--- src/rtl/pf_stride_gen.sv ---
// Per-PC stride prefetch generator: a 16-entry direct-mapped training table feeds
// a single-entry output register toward the prefetch engine.
module pf_stride_gen #(
  parameter logic [3:0] DEGREE      = 4'd2,
  parameter int         CONF_THRESH = 2
) (
  input  logic        clk,
  input  logic        reset,
  input  logic        obs_valid,
  output logic        obs_retry,
  input  logic [15:0] obs_pc,
  input  logic [47:0] obs_addr,
  input  logic        flush,
  output logic        pfgtopfe_op_valid,
  input  logic        pfgtopfe_op_retry,
  output logic [41:0] pfgtopfe_op_laddr,
  output logic [11:0] pfgtopfe_op_stride,
  output logic [3:0]  pfgtopfe_op_degree,
  output logic [15:0] stat_trains,
  output logic [15:0] stat_issues
);

  // Handshakes: a transfer happens on a posedge where valid=1 and retry=0.
  // Both sides hold valid and payload stable while retry=1.

  logic [15:0] tbl_valid_q, tbl_valid_d;
  logic [9:0]  tbl_tag_q    [16];
  logic [41:0] tbl_last_q   [16];
  logic [11:0] tbl_stride_q [16];
  logic [1:0]  tbl_conf_q   [16];

  logic        op_valid_q, op_valid_d;
  logic [41:0] op_laddr_q, op_laddr_d;
  logic [11:0] op_stride_q, op_stride_d;
  logic [3:0]  op_degree_q, op_degree_d;
  logic [15:0] trains_q, trains_d;
  logic [15:0] issues_q, issues_d;

  logic [3:0]  idx;
  logic [9:0]  tag;
  logic [41:0] line;
  logic [41:0] delta;
  logic        in_range;
  logic        accept;
  logic        train;
  logic        hit;
  logic        issue;
  logic        wr_en;
  logic [41:0] wr_last;
  logic [11:0] wr_stride;
  logic [1:0]  wr_conf;
  logic        unused_bits;

  assign obs_retry   = op_valid_q & pfgtopfe_op_retry;
  assign unused_bits = ^{obs_pc[1:0], obs_addr[5:0]};

  always_comb begin
    idx      = obs_pc[5:2];
    tag      = obs_pc[15:6];
    line     = obs_addr[47:6];
    delta    = line - tbl_last_q[idx];
    in_range = (&delta[41:11]) | ~(|delta[41:11]);
    accept   = obs_valid & ~obs_retry;
    train    = accept & ~flush;
    hit      = tbl_valid_q[idx] && (tbl_tag_q[idx] == tag);

    wr_en     = 1'b0;
    wr_last   = line;
    wr_stride = tbl_stride_q[idx];
    wr_conf   = tbl_conf_q[idx];
    issue     = 1'b0;

    if (train) begin
      if (!hit) begin
        wr_en     = 1'b1;
        wr_stride = '0;
        wr_conf   = '0;
      end else if (delta == '0) begin
        wr_en = 1'b0;
      end else if (in_range && (delta[11:0] == tbl_stride_q[idx])) begin
        wr_en   = 1'b1;
        wr_conf = (tbl_conf_q[idx] == 2'd3) ? 2'd3 : tbl_conf_q[idx] + 2'd1;
        issue   = (int'({30'd0, wr_conf}) >= CONF_THRESH) && (tbl_stride_q[idx] != '0);
      end else begin
        wr_en     = 1'b1;
        wr_stride = in_range ? delta[11:0] : 12'd0;
        wr_conf   = '0;
      end
    end

    // Flush beats any same-cycle allocation: every entry ends up invalid.
    tbl_valid_d = tbl_valid_q;
    if (flush)      tbl_valid_d = '0;
    else if (wr_en) tbl_valid_d[idx] = 1'b1;

    // obs_retry keeps accepts out of stalled cycles, so a load here never overwrites a held op.
    op_valid_d  = op_valid_q & pfgtopfe_op_retry;
    op_laddr_d  = op_laddr_q;
    op_stride_d = op_stride_q;
    op_degree_d = op_degree_q;
    if (issue) begin
      op_valid_d  = 1'b1;
      op_laddr_d  = line + {{30{tbl_stride_q[idx][11]}}, tbl_stride_q[idx]};
      op_stride_d = tbl_stride_q[idx];
      op_degree_d = DEGREE;
    end

    trains_d = (train && trains_q != 16'hFFFF) ? trains_q + 16'd1 : trains_q;
    issues_d = (issue && issues_q != 16'hFFFF) ? issues_q + 16'd1 : issues_q;
  end

  always_ff @(posedge clk) begin
    if (reset) begin
      tbl_valid_q <= '0;
      op_valid_q  <= 1'b0;
      op_laddr_q  <= '0;
      op_stride_q <= '0;
      op_degree_q <= '0;
      trains_q    <= '0;
      issues_q    <= '0;
    end else begin
      tbl_valid_q <= tbl_valid_d;
      op_valid_q  <= op_valid_d;
      op_laddr_q  <= op_laddr_d;
      op_stride_q <= op_stride_d;
      op_degree_q <= op_degree_d;
      trains_q    <= trains_d;
      issues_q    <= issues_d;
    end
  end

  // Entry payload needs no reset; the valid bits gate every use.
  always_ff @(posedge clk) begin
    if (wr_en && !reset) begin
      tbl_tag_q[idx]    <= tag;
      tbl_last_q[idx]   <= wr_last;
      tbl_stride_q[idx] <= wr_stride;
      tbl_conf_q[idx]   <= wr_conf;
    end
  end

  assign pfgtopfe_op_valid  = op_valid_q;
  assign pfgtopfe_op_laddr  = op_laddr_q;
  assign pfgtopfe_op_stride = op_stride_q;
  assign pfgtopfe_op_degree = op_degree_q;
  assign stat_trains        = trains_q;
  assign stat_issues        = issues_q;

endmodule

--- config.mk ---
export PLATFORM = sky130hd
export DESIGN_NAME = pf_stride_gen
export DESIGN_NICKNAME = d
export VERILOG_FILES = /design/src/rtl/pf_stride_gen.sv
export SDC_FILE = /design/constraint.sdc
export NUM_CORES = 1
export LEC_CHECK = 0
export CORE_UTILIZATION = 45
export CTS_CLUSTER_DIAMETER = 80
export DETAILED_ROUTE_END_ITERATION = 10
export MAX_ROUTING_LAYER = met4
export SKIP_LAST_GASP = 1
export SLEW_MARGIN = 0
export SYNTH_ARGS = -nofsm -noshare
export SYNTH_HDL_FRONTEND = slang
export SYNTH_SLANG_ARGS = --single-unit
--- constraint.sdc ---
create_clock -name clk -period 15.6 [get_ports clk]
set_input_delay 2.34 -clock clk [delete_from_list [all_inputs] [get_ports clk]]
set_output_delay 2.34 -clock clk [all_outputs]
set_load 0.03 [all_outputs]
==> flow_metrics.py <==
metrics = {
    "status": {
        "outcome": "complete, no violations",
    },
    "power_and_ir_drop": {
        "power_per_cell_area_nw_per_um2": 120,
        "leakage_nw": 18.5,
        "vdd_ir_drop_max_v": 0.0000903,
    },
    "synthesis": {
        "synth_top_area_share_pct": 62.8,
        "yosysWarningCount": 0,
        "main_flop_type_after_synthesis": "sky130_fd_sc_hd__edfxtp_1",
        "netlist.top_cell.by_area": "sky130_fd_sc_hd__edfxtp_1",
        "synth_common_cells": "sky130_fd_sc_hd__edfxtp_1, sky130_fd_sc_hd__mux4_2, sky130_fd_sc_hd__nor2_1",
        "post_synth_instance_area_um2": 50500,
        "synthesis.area_per_instance_um2": 17.0,
        "synth.lib_cells_used.distinct": 100,
        "synth_area_leaders": "sky130_fd_sc_hd__edfxtp_1, sky130_fd_sc_hd__mux4_2, sky130_fd_sc_hd__dfxtp_1",
        "synthCells": 2979,
        "top_count_cell_post_synth": "sky130_fd_sc_hd__edfxtp_1",
        "yosysSeqAreaShare_pct": 66.9,
        "yosys_register_bits": 1160,
        "synth-edff-count": 1056,
        "synthArstFlopShare_pct": 0,
    },
    "timing": {
        "worst_slew_margin_rel_pct": 12.6,
        "maxClockFrequency_mhz": 92.2,
        "setup_viol_count_final": 0,
        "min_period_over_period_pct": 69.5,
        "slew_violations": 0,
        "worst_slew_pin_slew_ps": 1280,
        "fin_hold_viols": 0,
        "unrepaired_setup_endpoints_after_global_routing": "no",
        "setup_tns_ps": 0,
        "final.min_clock_period_ps": 10850,
        "clock_skew_ps": 47.1,
    },
    "clock_network": {
        "post_cts.resized_instances": 0,
        "clockRootBuffer": "sky130_fd_sc_hd__clkbuf_16",
        "tritoncts": "yes",
        "numClockSinks": 1160,
        "htree_num_levels": 3,
        "buffer_count_from_post_cts_setup_fixing": 0,
        "holdBufCountCts": 0,
        "clk_pin_slew_worst_paths_ps": 60,
        "clock_latency_on_the_worst_skew_pair_ps": 720,
        "tritoncts_buffers": 114,
        "cts.path.max_buffers": 3,
    },
    "finish": {
        "final_util_pct": 51.8,
        "syn_to_final_growth_pct": 13.8,
        "nets": 3323,
        "ratio_of_cells_with_drive_above_1_in_the_final_layout_pct": 19.4,
    },
    "global_routing": {
        "antenna_violations_before_repair": 2,
        "grt_use_total_pct": 24.6,
        "grt_pass1_vias": 28900,
        "grt_first_pass_wirelength_um": 196000,
        "grt_max_degree": 115,
        "grt_remaining_overflow": 0,
    },
    "critical_path": {
        "worst-endpoint-required_ps": 15920,
        "worstPathMaxFanout": 87,
        "crit_path_start_kind": "input port",
        "critical_setup_path_kind": "in -> reg",
        "timing.reg2reg.setup_slack_ps": 7400,
        "arrival_time_reported_for_the_critical_path_endpoint_ps": 11170,
        "worstSetupEndpointType": "flip-flop",
    },
    "routing": {
        "routed_wirelength_um": 134000,
        "routed_wire_length_per_instance_um": 28.3,
        "post-route-drc-count": 0,
        "via_per_inst": 6.05,
        "detailedRoute.firstIterationViolations": 3012,
        "detail-route-antenna-nets": 0,
        "drt_first_pass_iters": 6,
        "detailroute.via_count": 28700,
    },
    "min_path": {
        "min-delay-path-class": "reg -> reg",
    },
    "floorplanning": {
        "floorplan_die_width_um": 337,
        "num_io_pins": 161,
        "overall_die_area_um2": 114000,
        "rows": 122,
        "initial_core_utilization_pct": 45.5,
        "design.core.area_um2": 111000,
        "die_outline_height_um": 337,
    },
    "placed_design": {
        "detailedPlacementHpwl_um": 84000,
        "placement.io_buffers": 149,
        "gp_congestion": 0.959,
    },
    "job": {
        "cap_viol_max_count": 0,
    },
}
## metal layers
metal / up-vias / routed length, um / share of wire, % / track usage (%)
met5: - / 0 / 0 / -
li1: 12400 / - / - / -
met2: 999 / 63800 / 48 / 38.3
met1: 15100 / 59300 / 44 / 34.8
met4: 0 / 2810 / 2.1 / 6.14
met3: 173 / 8360 / 6.2 / 2.79
## where the power goes
group          switching [mW]  leakage (nW)  internal (mW)
Combinational           0.526          6.33          0.295
Clock                    1.16          1.79           1.52
Sequential            0.00415          10.4           3.42
Total                    1.69          18.5           5.23
## sequential cells by signal, indices dropped and copies added (netlist names)
signal and count:
stat_trains 16, tbl_conf_q 32, tbl_last_q 672, pfgtopfe_op_stride 12, pfgtopfe_op_valid 1, pfgtopfe_op_degree 1, pfgtopfe_op_laddr 42, tbl_tag_q 160
stat_issues 16, tbl_stride_q 192, tbl_valid_q 16
## through the flow
step | total power [mW] | cells | hold WS (ps) | setup WS [ps] | instance area, um2
after floorplan | 4.02 | 2981 | 435 | 3860 | 50500
after global placement | 4.29 | 4540 | 442 | 4080 | 53800
after detailed placement | 4.30 | 4540 | 450 | 4020 | 53800
after CTS | 6.96 | 4751 | 462 | 4760 | 57500
after global routing | 7.14 | 4751 | 471 | 4120 | 57500
final | 6.92 | 4752 | 458 | 4750 | 57500
## cells in the final DEF, fill, tap and decap left out, types with 35 or more instances in the layout
cell                              instances
sky130_fd_sc_hd__buf_4                   60
sky130_fd_sc_hd__dfxtp_1                104
sky130_fd_sc_hd__nor2_1                 163
sky130_fd_sc_hd__nand4_1                 38
sky130_fd_sc_hd__o21ai_0                 57
sky130_fd_sc_hd__nand2_1                112
sky130_fd_sc_hd__clkbuf_16              116
sky130_fd_sc_hd__mux2i_1                 35
sky130_fd_sc_hd__xnor2_1                 66
sky130_fd_sc_hd__mux4_2                 326
sky130_fd_sc_hd__edfxtp_1              1056
sky130_fd_sc_hd__a21oi_1                134
sky130_fd_sc_hd__clkdlybuf4s50_1        144
sky130_fd_sc_hd__inv_1                   93
sky130_fd_sc_hd__nor3_1                  70
sky130_fd_sc_hd__ha_1                    84
sky130_fd_sc_hd__nand3_1                 50
## layout make-up
class                           count  area, um2
Tap cell                         1488       1860
Inverter                           94        353
Multi-Input combinational cell   1587      15800
Clock buffer                      163       3210
Sequential cell                  1160      33800
Fill cell                        8976      53500
Timing Repair Buffer              211       2010
Clock inverter                     48        447
Antenna cell                        1       2.50
## critical path, cell delays in order
cell and delay, ps:
sky130_fd_sc_hd__buf_8 620, sky130_fd_sc_hd__buf_12 600, sky130_fd_sc_hd__mux4_2 610, sky130_fd_sc_hd__mux4_2 470, sky130_fd_sc_hd__inv_1 150, sky130_fd_sc_hd__ha_1 300
sky130_fd_sc_hd__nand2_1 140, sky130_fd_sc_hd__nor2_1 390, sky130_fd_sc_hd__nand3_1 240, sky130_fd_sc_hd__a2111oi_0 1040, sky130_fd_sc_hd__nor3_1 250, sky130_fd_sc_hd__xor2_1 260
sky130_fd_sc_hd__o2111ai_1 140, sky130_fd_sc_hd__nor4_1 120, sky130_fd_sc_hd__nand4_1 280, sky130_fd_sc_hd__nand2b_1 310, sky130_fd_sc_hd__nand4b_1 600, sky130_fd_sc_hd__nor2_4 790
sky130_fd_sc_hd__buf_4 570, sky130_fd_sc_hd__buf_4 650
## logic make-up after synthesis
kind of cell | after synthesis | share of synthesized area (%)
adders and majority gates | 86 | 2.16
buffers and inverters | 234 | 2.06
AOI/OAI and AO/OA | 427 | 5.74
other | 1 | 0.00743
muxes | 369 | 15.5
xor gates and xnor gates | 89 | 1.54
DFF | 1160 | 66.9
and+or+nand+nor | 613 | 6.12
## worst paths after layout
kind | start | to | cells past startpoint
max | obs_pc[2] | tbl_last_q[1][25] | 20
min | pfgtopfe_op_laddr[11] | pfgtopfe_op_laddr[11] | 2
max reg2reg | tbl_last_q[15][0] | tbl_last_q[1][25] | 18
min reg2reg | pfgtopfe_op_laddr[11] | pfgtopfe_op_laddr[11] | 2
No activity file was read; power rests on OpenSTA's default activity.
